==> config.mk <==
export PLATFORM = sky130hd
export DESIGN_NAME = hazard_fwd_ctrl
export DESIGN_NICKNAME = d
export VERILOG_FILES = /design/src/rtl/hazard_fwd_ctrl_pkg.sv /design/src/rtl/hazard_fwd_ctrl_fwd_sel_unit.sv /design/src/rtl/hazard_fwd_ctrl.sv
export SDC_FILE = /design/constraint.sdc
export NUM_CORES = 1
export LEC_CHECK = 0
export ABC_AREA = 0
export BUFFER_PORTS_ARGS = -buffer_cell sky130_fd_sc_hd__buf_2
export CORE_AREA = 2 2 85 87
export DETAILED_ROUTE_END_ITERATION = 8
export DIE_AREA = 0 0 87 89
export GPL_ROUTABILITY_DRIVEN = 0
export PLACE_DENSITY = 0.64
export SYNTH_ARGS = -nofsm -noshare
export SYNTH_HDL_FRONTEND = slang
export SYNTH_SLANG_ARGS = --single-unit
==> constraint.sdc <==
create_clock -name clk -period 7.8 [get_ports clk]
set_input_delay 1.95 -clock clk [delete_from_list [all_inputs] [get_ports clk]]
set_output_delay 1.95 -clock clk [all_outputs]
set_load 0.03 [all_outputs]
==> src/rtl/hazard_fwd_ctrl_pkg.sv <==
// Shared select codes, write-data source encodings and Tuse/Tnew helpers
// for the hazard/forwarding controller.
package hazard_fwd_ctrl_pkg;

  // 3-bit forwarding select codes (D and E stage muxes)
  localparam logic [2:0] SEL_NONE  = 3'b000;
  localparam logic [2:0] SEL_M_ALU = 3'b001;
  localparam logic [2:0] SEL_M_PC  = 3'b010;
  localparam logic [2:0] SEL_W_ALU = 3'b011;
  localparam logic [2:0] SEL_W_DM  = 3'b100;
  localparam logic [2:0] SEL_W_PC  = 3'b101;

  // 2-bit forwarding select codes (M stage DM write-data mux)
  localparam logic [1:0] SEL2_NONE  = 2'b00;
  localparam logic [1:0] SEL2_W_ALU = 2'b01;
  localparam logic [1:0] SEL2_W_DM  = 2'b10;
  localparam logic [1:0] SEL2_W_PC  = 2'b11;

  localparam logic [1:0] WD_NONE = 2'd0;
  localparam logic [1:0] WD_ALU  = 2'd1;
  localparam logic [1:0] WD_DM   = 2'd2;
  localparam logic [1:0] WD_PC   = 2'd3;

  localparam logic [1:0] TUSE_UNUSED = 2'd3;

  localparam logic [1:0] TNEW_E_ALU = 2'd1;
  localparam logic [1:0] TNEW_E_DM  = 2'd2;
  localparam logic [1:0] TNEW_E_PC  = 2'd1;
  localparam logic [1:0] TNEW_M_ALU = 2'd0;
  localparam logic [1:0] TNEW_M_DM  = 2'd1;
  localparam logic [1:0] TNEW_M_PC  = 2'd0;

  function automatic logic [1:0] tnew_e(input logic [1:0] wd);
    case (wd)
      WD_ALU:  tnew_e = TNEW_E_ALU;
      WD_DM:   tnew_e = TNEW_E_DM;
      WD_PC:   tnew_e = TNEW_E_PC;
      default: tnew_e = 2'd0;
    endcase
  endfunction

  function automatic logic [1:0] tnew_m(input logic [1:0] wd);
    case (wd)
      WD_ALU:  tnew_m = TNEW_M_ALU;
      WD_DM:   tnew_m = TNEW_M_DM;
      WD_PC:   tnew_m = TNEW_M_PC;
      default: tnew_m = 2'd0;
    endcase
  endfunction

  // A stage with Tnew 0 (including no-write) can never stall a reader.
  function automatic logic data_hazard(input logic [4:0] src, input logic [1:0] tuse,
                                       input logic [4:0] a3, input logic [1:0] tnew);
    data_hazard = (a3 != 5'd0) && (a3 == src) && (tuse != TUSE_UNUSED) && (tuse < tnew);
  endfunction

  function automatic logic [1:0] sel3_to_sel2(input logic [2:0] sel);
    case (sel)
      SEL_W_ALU: sel3_to_sel2 = SEL2_W_ALU;
      SEL_W_DM:  sel3_to_sel2 = SEL2_W_DM;
      SEL_W_PC:  sel3_to_sel2 = SEL2_W_PC;
      default:   sel3_to_sel2 = SEL2_NONE;
    endcase
  endfunction

endpackage

==> src/rtl/hazard_fwd_ctrl_fwd_sel_unit.sv <==
// Priority forwarding select: M-stage result wins over W-stage result;
// an M-stage load is not yet available so it falls through to W.
module fwd_sel_unit
  import hazard_fwd_ctrl_pkg::*;
(
  input  logic [4:0] src_reg,
  input  logic [4:0] a3_m,
  input  logic [1:0] wd_m,
  input  logic [4:0] a3_w,
  input  logic [1:0] wd_w,
  output logic [2:0] sel
);

  logic match_m;
  logic match_w;

  assign match_m = (a3_m != 5'd0) && (a3_m == src_reg);
  assign match_w = (a3_w != 5'd0) && (a3_w == src_reg);

  always_comb begin
    sel = SEL_NONE;
    if (match_m && wd_m == WD_ALU) begin
      sel = SEL_M_ALU;
    end else if (match_m && wd_m == WD_PC) begin
      sel = SEL_M_PC;
    end else if (match_w) begin
      case (wd_w)
        WD_ALU:  sel = SEL_W_ALU;
        WD_DM:   sel = SEL_W_DM;
        WD_PC:   sel = SEL_W_PC;
        default: sel = SEL_NONE;
      endcase
    end
  end

endmodule

==> src/rtl/hazard_fwd_ctrl.sv <==
// Hazard/forwarding controller for the 5-stage MIPS pipeline with a mult/div
// busy counter. Define HAZ_PERF_CNT_EN to add stall_cycles/md_stall_cycles.
module hazard_fwd_ctrl
  import hazard_fwd_ctrl_pkg::*;
#(
  parameter int MULT_CYCLES = 5,
  parameter int DIV_CYCLES  = 10
) (
  input  logic        clk,
  input  logic        reset,
  input  logic [4:0]  rs_D,
  input  logic [4:0]  rt_D,
  input  logic [1:0]  rs_tuse_D,
  input  logic [1:0]  rt_tuse_D,
  input  logic [4:0]  a3_D,
  input  logic [1:0]  wd_src_D,
  input  logic        md_start_D,
  input  logic        md_is_div_D,
  input  logic        md_use_D,
  output logic        stall,
  output logic        flush_E,
  output logic        md_busy,
  output logic [2:0]  sel_rs_D,
  output logic [2:0]  sel_rt_D,
  output logic [2:0]  sel_alua_E,
  output logic [2:0]  sel_alub_E,
  output logic [2:0]  sel_memdata_E,
`ifdef HAZ_PERF_CNT_EN
  output logic [31:0] stall_cycles,
  output logic [31:0] md_stall_cycles,
`endif
  output logic [1:0]  sel_dmwd_M
);

  localparam int MD_MAX = (MULT_CYCLES > DIV_CYCLES) ? MULT_CYCLES : DIV_CYCLES;
  localparam int CNT_W  = $clog2(MD_MAX + 1);

  logic [4:0] a3_E, a3_M, a3_W;
  logic [1:0] wd_E, wd_M, wd_W;
  logic [4:0] rs_E, rt_E, rt_M;
  logic       md_start_E, md_div_E;
  logic [CNT_W-1:0] md_cnt;

  logic [1:0] tnew_E_cur, tnew_M_cur;
  logic       data_stall, md_stall;
  logic [2:0] sel_dm_w;

  assign tnew_E_cur = tnew_e(wd_E);
  assign tnew_M_cur = tnew_m(wd_M);

  // W stage has Tnew 0 by construction, so only E and M can stall.
  assign data_stall = data_hazard(rs_D, rs_tuse_D, a3_E, tnew_E_cur)
                    | data_hazard(rs_D, rs_tuse_D, a3_M, tnew_M_cur)
                    | data_hazard(rt_D, rt_tuse_D, a3_E, tnew_E_cur)
                    | data_hazard(rt_D, rt_tuse_D, a3_M, tnew_M_cur);

  assign md_busy  = (md_cnt != '0) | md_start_E;
  assign md_stall = (md_use_D | md_start_D) & md_busy;
  assign stall    = data_stall | md_stall;
  assign flush_E  = stall;

  always_ff @(posedge clk or negedge reset) begin
    if (!reset) begin
      a3_E       <= '0;
      wd_E       <= WD_NONE;
      rs_E       <= '0;
      rt_E       <= '0;
      md_start_E <= 1'b0;
      md_div_E   <= 1'b0;
      a3_M       <= '0;
      wd_M       <= WD_NONE;
      rt_M       <= '0;
      a3_W       <= '0;
      wd_W       <= WD_NONE;
    end else begin
      if (stall) begin
        a3_E       <= '0;
        wd_E       <= WD_NONE;
        rs_E       <= '0;
        rt_E       <= '0;
        md_start_E <= 1'b0;
        md_div_E   <= 1'b0;
      end else begin
        a3_E       <= a3_D;
        wd_E       <= wd_src_D;
        rs_E       <= rs_D;
        rt_E       <= rt_D;
        md_start_E <= md_start_D;
        md_div_E   <= md_is_div_D;
      end
      a3_M <= a3_E;
      wd_M <= wd_E;
      rt_M <= rt_E;
      a3_W <= a3_M;
      wd_W <= wd_M;
    end
  end

  // Countdown keeps running through stalls; bubbles carry md_start_E=0.
  always_ff @(posedge clk or negedge reset) begin
    if (!reset) begin
      md_cnt <= '0;
    end else if (md_start_E) begin
      md_cnt <= md_div_E ? CNT_W'(DIV_CYCLES) : CNT_W'(MULT_CYCLES);
    end else if (md_cnt != '0) begin
      md_cnt <= md_cnt - CNT_W'(1);
    end
  end

`ifdef HAZ_PERF_CNT_EN
  always_ff @(posedge clk or negedge reset) begin
    if (!reset) begin
      stall_cycles    <= '0;
      md_stall_cycles <= '0;
    end else begin
      if (stall)    stall_cycles    <= stall_cycles + 32'd1;
      if (md_stall) md_stall_cycles <= md_stall_cycles + 32'd1;
    end
  end
`endif

  fwd_sel_unit u_sel_rs_d (
    .src_reg (rs_D), .a3_m (a3_M), .wd_m (wd_M), .a3_w (a3_W), .wd_w (wd_W), .sel (sel_rs_D)
  );

  fwd_sel_unit u_sel_rt_d (
    .src_reg (rt_D), .a3_m (a3_M), .wd_m (wd_M), .a3_w (a3_W), .wd_w (wd_W), .sel (sel_rt_D)
  );

  fwd_sel_unit u_sel_rs_e (
    .src_reg (rs_E), .a3_m (a3_M), .wd_m (wd_M), .a3_w (a3_W), .wd_w (wd_W), .sel (sel_alua_E)
  );

  // ALU B and store data both read rt_E, so one select unit feeds both muxes.
  fwd_sel_unit u_sel_rt_e (
    .src_reg (rt_E), .a3_m (a3_M), .wd_m (wd_M), .a3_w (a3_W), .wd_w (wd_W), .sel (sel_alub_E)
  );
  assign sel_memdata_E = sel_alub_E;

  fwd_sel_unit u_sel_rt_m (
    .src_reg (rt_M), .a3_m (5'd0), .wd_m (WD_NONE), .a3_w (a3_W), .wd_w (wd_W), .sel (sel_dm_w)
  );
  assign sel_dmwd_M = sel3_to_sel2(sel_dm_w);

endmodule

== Word level (Yosys, flattened, before mapping) ==
Cells that the tools add are included.

* Flip-flop bits (word level): 42
* Input bits: 26
* Output and inout bits: 20
* Word-level logic and storage cells: 108

* $add $sub $neg: 1
* Order comparisons: 4
* Equal/unequal tests: 25
* Mux-type cells: 26
* Bitwise operators: 7
* Reductions and logical operators: 33

{| class="wikitable"
|+ Operators by type and width
! kind !! count
|-
| == test 5 bit || 11
|-
| 2-to-1 mux 3 bit || 13
|-
| logical AND 1 bit || 27
|-
| 2-to-1 mux 5 bit || 3
|-
| nonzero test 5 bit || 3
|-
| == test 2 bit (second input constant) || 6
|-
| 2-to-1 mux 4 bit || 3
|-
| one-hot mux 3 bit (3 select lines) || 1
|-
| less-than comparator 2 bit || 4
|-
| == test 2 x 1 -> 1 bit (second input constant) || 3
|-
| == test 3 bit (second input constant) || 2
|-
| OR 1 bit || 6
|-
| one-hot mux 2 bit (3 select lines) || 1
|-
| != test 2 bit (second input constant) || 2
|-
| one-hot mux 2 bit (2 select lines) || 1
|-
| nonzero test 4 bit || 1
|-
| subtractor 4 x 1 -> 4 bit (second input constant) || 1
|-
| == test 3 x 2 -> 1 bit (second input constant) || 1
|-
| 2-to-1 mux 1 bit || 3
|-
| 2-to-1 mux 2 bit || 1
|-
| nonzero test 2 bit || 1
|-
| OR reduction 2 bit || 1
|-
| AND 1 bit || 1
|}

== Longest topological paths before layout ==
* Depth in word-level cells: 10
* Depth in mapped cells: 9

== Hierarchy ==
From an unflattened synthesis, not the netlist that was laid out.

* Cells, all modules: 262
* Area total of the unflattened synthesis: 2761.4 um^2

{| class="wikitable"
|+ Modules (own cells, without submodules)
! module !! instances !! cells each !! area an instance (um^2)
|-
| hazard_fwd_ctrl || 1 || 137 || 1760.4
|-
| fwd_sel_unit || 5 || 25 || 200.2
|}

== Worst setup path after synthesis ==
OpenSTA, ideal clock, no wires.

* Kind: input -> output
* Start: in rs_tuse_D[1]
* End: out stall
* Arrival time: 3.594 ns
* Data required time: 5.850 ns
* Setup slack: 2.256 ns
* Cell stages on the path: 7
* Path buffers: 2
* Path through: ha_1 > a211oi_1 > nand4_1 > a21oi_1 > clkbuf_1 > nand3b_1 > buf_4

* Word-level cells in the longest chain between the ends: 7

{| class="wikitable"
|+ Ends and longest elaborated chain
! item !! line !! source
|-
| from (decl) || hazard_fwd_ctrl.sv:13 || <nowiki>input logic [1:0] rs_tuse_D,</nowiki>
|-
| != test 2 bit || hazard_fwd_ctrl_pkg.sv:54 || <nowiki>data_hazard = (a3 != 5'd0) && (a3 == src) && (tuse != TUSE_UNUSED) && (tuse < tnew);</nowiki>
|-
| logical AND 1 bit (2 in a row) || hazard_fwd_ctrl_pkg.sv:54 ||
|-
| OR 1 bit (*) || hazard_fwd_ctrl.sv:53 || <nowiki>| data_hazard(rs_D, rs_tuse_D, a3_M, tnew_M_cur)</nowiki>
|-
| OR 1 bit (*) || hazard_fwd_ctrl.sv:54 || <nowiki>| data_hazard(rt_D, rt_tuse_D, a3_E, tnew_E_cur)</nowiki>
|-
| OR 1 bit (*) || hazard_fwd_ctrl.sv:55 || <nowiki>| data_hazard(rt_D, rt_tuse_D, a3_M, tnew_M_cur);</nowiki>
|-
| OR 1 bit (*) || hazard_fwd_ctrl.sv:59 || <nowiki>assign stall = data_stall | md_stall;</nowiki>
|-
| to (decl) || hazard_fwd_ctrl.sv:20 || <nowiki>output logic stall,</nowiki>
|}

Mark *: on every way between the ends. The rest lies on a longest branch, timed or not.

== Worst setup path in the final report ==
Ends and elaborated chain as after synthesis.

==> metrics.log <==
INFO  metric number_of_antenna_cells_inserted = 0
INFO  metric worst_setup_skew_after_layout = 7.792 ps
INFO  metric netlist_top_cells_area = sky130_fd_sc_hd__dfrtp_1 41%, sky130_fd_sc_hd__xor2_1 12%, sky130_fd_sc_hd__xnor2_1 7.8%
INFO  metric syn_area = 2574 sq um
INFO  metric cts_setup_buffers = 0
INFO  metric route.detailed.drc = 0
INFO  metric combined_area_of_the_multi_input_logic_cells = 1385 sq um
INFO  metric worst-slew-pin-transition = 925.7 ps
INFO  metric wl = 5.519 mm
INFO  metric layout_common_cells = 45 x sky130_fd_sc_hd__buf_2, 42 x sky130_fd_sc_hd__dfrtp_1, 34 x sky130_fd_sc_hd__xor2_1
INFO  metric timing.max_cap.violations = 0
INFO  metric synth_adder_area_share = 1.945%
INFO  metric fin_worst_hold_slack = 376.2 ps
INFO  metric clock_insertion_delay_worst_skew = 300 ps
INFO  metric setup.worst_path.start_class = input pin
INFO  metric synth.yosys.seq_area_share = 40.84%
INFO  metric ys_ff_latch = 42
INFO  metric run_status = complete, no violations
INFO  metric critical_path.max_fanout = 3
INFO  metric final-max-slew-violation-count = 0
INFO  metric antenna_nets_post_route = 0
INFO  metric die-area = 7743 sq um
INFO  metric htree_levels = 2
INFO  metric synth.mux.area_fraction = 3.306%
INFO  metric rsz0062_at_grt = false
INFO  metric maxSlewHeadroom = 38.29%
INFO  metric synth.avg_cell_area = 10.21 sq um
INFO  metric cts.path.max_buffers = 2
INFO  metric area_growth_syn_to_layout = 11.67%
INFO  metric route.detailed.wl_per_inst = 15.12 microns
INFO  metric synth-edff-count = 0
INFO  metric maximum_number_of_pins_on_one_net_before_global_route_repair = 43
INFO  metric cts-buffers-inserted = 5
INFO  metric grt_pass1_vias = 1836
INFO  metric crit_path_start = rs_tuse_D[1]
INFO  metric layout_commonest_cell = sky130_fd_sc_hd__buf_2
INFO  metric synth_simple_gate_area_share = 25.33%
INFO  metric synth-warning-count = 0
INFO  metric min_period = 5385 ps
INFO  metric die_h = 89 microns
INFO  metric postLayoutCellArea = 2874 sq um
INFO  metric yosys.area.top_type = sky130_fd_sc_hd__dfrtp_1
INFO  metric floorplan.io_pins = 46
INFO  metric yosys.cell_types.count = 37
INFO  metric worstSetupEndpointType = output port
INFO  metric report.final.hold_viol_count = 0
INFO  metric reg2reg_from = md_cnt[0]
INFO  metric area_taken_by_flip_flops_and_latches = 1051 sq um
INFO  metric hold_path.startpoint = wd_E[1]
INFO  metric mappedNetlistNets = 282
INFO  metric synth_xor_area_share = 19.40%
INFO  metric cts.hold.buffers_added = 0
INFO  metric clk_root_buffer_cell = sky130_fd_sc_hd__clkbuf_8
INFO  metric largest_family_of_logic_cells_by_synthesized_area = simple AND/OR/NAND/NOR gates
INFO  metric num-fill-cells = 672
INFO  metric drt_pass1_iterations = 4
INFO  metric setup_viol = 0
INFO  metric synthDominantCellAreaShare = 40.84%
INFO  metric effective_utilization_at_floorplan = 38.31%
INFO  metric yosys_most_used_dff = sky130_fd_sc_hd__dfrtp_1
INFO  metric tritoncts = yes
INFO  metric final_nets = 315
INFO  metric die_width = 87 microns
INFO  metric synthesis.instances = 252
INFO  metric setup.worst_path.class = input pin to output port
INFO  metric core-area = 6719 sq um
INFO  metric violation_count_after_the_first_detailed_route_iteration = 67
INFO  metric global_route.overflow_total = 0
INFO  metric numPortBuffers = 45
INFO  metric wire_length_of_the_first_global_routing_pass = 9.273 mm
INFO  metric setup_total_negative_slack = 0 ps
INFO  metric grt_antenna_before_repair = 0
INFO  metric arrival = 3440 ps
INFO  metric floorplan.rows = 30
INFO  metric cts.repair.resized = 0
INFO  metric drive_above_1_share = 34.39%
INFO  metric cp.required = 5850 ps
INFO  metric vdd.ir_drop.worst = 0.1133 mV
INFO  metric share_of_the_clock_period_used_by_the_worst_path_after_layout = 69.04%
INFO  metric min-delay-path-class = flip-flop to flip-flop
INFO  metric detailed_place_hpwl = 3.999 mm
INFO  metric synth_compound_gate_area_share = 3.695%
INFO  metric p_leak = 0.001400 uW
INFO  metric vias = 1818
INFO  metric power.density = 226.3 nW/um^2
INFO  metric async_flop_share = 100.0%
INFO  metric avgViaCountPerCell = 4.981
INFO  metric reg_clk_slew_reported_paths = 70 ps
INFO  metric post_place_cell_area = 2795 sq um
INFO  metric cts_sinks = 42
INFO  metric gr-usage-all-layers = 15.73%
INFO  metric finalPower = 650.5 uW
INFO  metric max_freq = 185.7 MHz
## path summary, 6_finish.rpt
path | depth (start not counted) | endpoint | slack [ps]
worst max register to register | 8 | rt_E[4] | 5560
worst min-delay path | 0 | wd_M[1] | 380
worst min register to register | 0 | wd_M[1] | 380
min in group asynchronous | 1 | md_cnt[0] | 1790
max in group asynchronous | 1 | rt_E[4] | 5430
worst max-delay path | 6 | stall | 2410
## report_power, final
part	switching [uW]	total [uW]	internal [uW]
combinational	118	213	95.6
clock	71.0	131	60.0
sequential	51.0	306	255
## sequential cells by signal, summed over array words and instances (netlist names)
| name | count |
|---|---|
| rt_E | 5 |
| md_start_E | 1 |
| wd_M | 2 |
| md_div_E | 1 |
| rs_E | 5 |
| a3_E | 5 |
| a3_M | 5 |
| a3_W | 5 |
| rt_M | 5 |
| md_cnt | 4 |
| wd_W | 2 |
| wd_E | 2 |
## stage by stage
stage | utilization [%] | instances | setup slack [ps]
2_1_floorplan | - | 252 | 2256
3_3_place_gp | 41.60 | 358 | 2509
3_5_place_dp | 41.60 | 358 | 2473
4_1_cts | 42.77 | 365 | 2444
5_1_grt | 42.77 | 365 | 2239
6_report | 42.77 | 365 | 2415
## Yosys cell counts (all sizes together), types with 2 or more instances
cell type	number
a211oi	2
a21oi	4
and2	3
and3	2
buf	10
clkbuf	12
dfrtp	42
ha	4
inv	3
mux2	4
mux2i	4
nand2	9
nand3	26
nand4	5
nor2	33
nor2b	3
nor3	6
nor4	5
o21a	2
o21ai	3
or4	2
or4b	2
xnor2	23
xor2	34
## layer usage
metal | global-route usage [%] | vias to the layer above | part of all wire, %
met4 | 5.966 | 0 | 1.6
met5 | 0 | - | 0
met2 | 24.57 | 49 | 44
met3 | 2.770 | 8 | 3.1
met1 | 21.91 | 855 | 51
li1 | - | 906 | -
## cell type report
class / count / area share [%]
Inverter: 3 / 0.3918
Sequential cell: 42 / 36.57
Tap cell: 80 / 3.483
Clock inverter: 2 / 0.3483
Multi-Input combinational cell: 185 / 48.19
Clock buffer: 5 / 2.394
Timing Repair Buffer: 48 / 8.620
## cell families (layout without fill, tap and decap cells)
group,after synthesis,count (layout)
and+or+nand+nor,102,102
xor gates and xnor gates,57,57
DFF,42,42
buffers and inverters,25,58
AOI/OAI and AO/OA,14,14
muxes,8,8
adders and majority gates,4,4
## critical path, cell delays in order
cell	delay, ps
sky130_fd_sc_hd__buf_2	110
sky130_fd_sc_hd__or4b_1	510
sky130_fd_sc_hd__nor4b_1	360
sky130_fd_sc_hd__a31oi_2	160
sky130_fd_sc_hd__nand3b_1	140
sky130_fd_sc_hd__buf_2	210
Power figures use the tool's default switching activity.
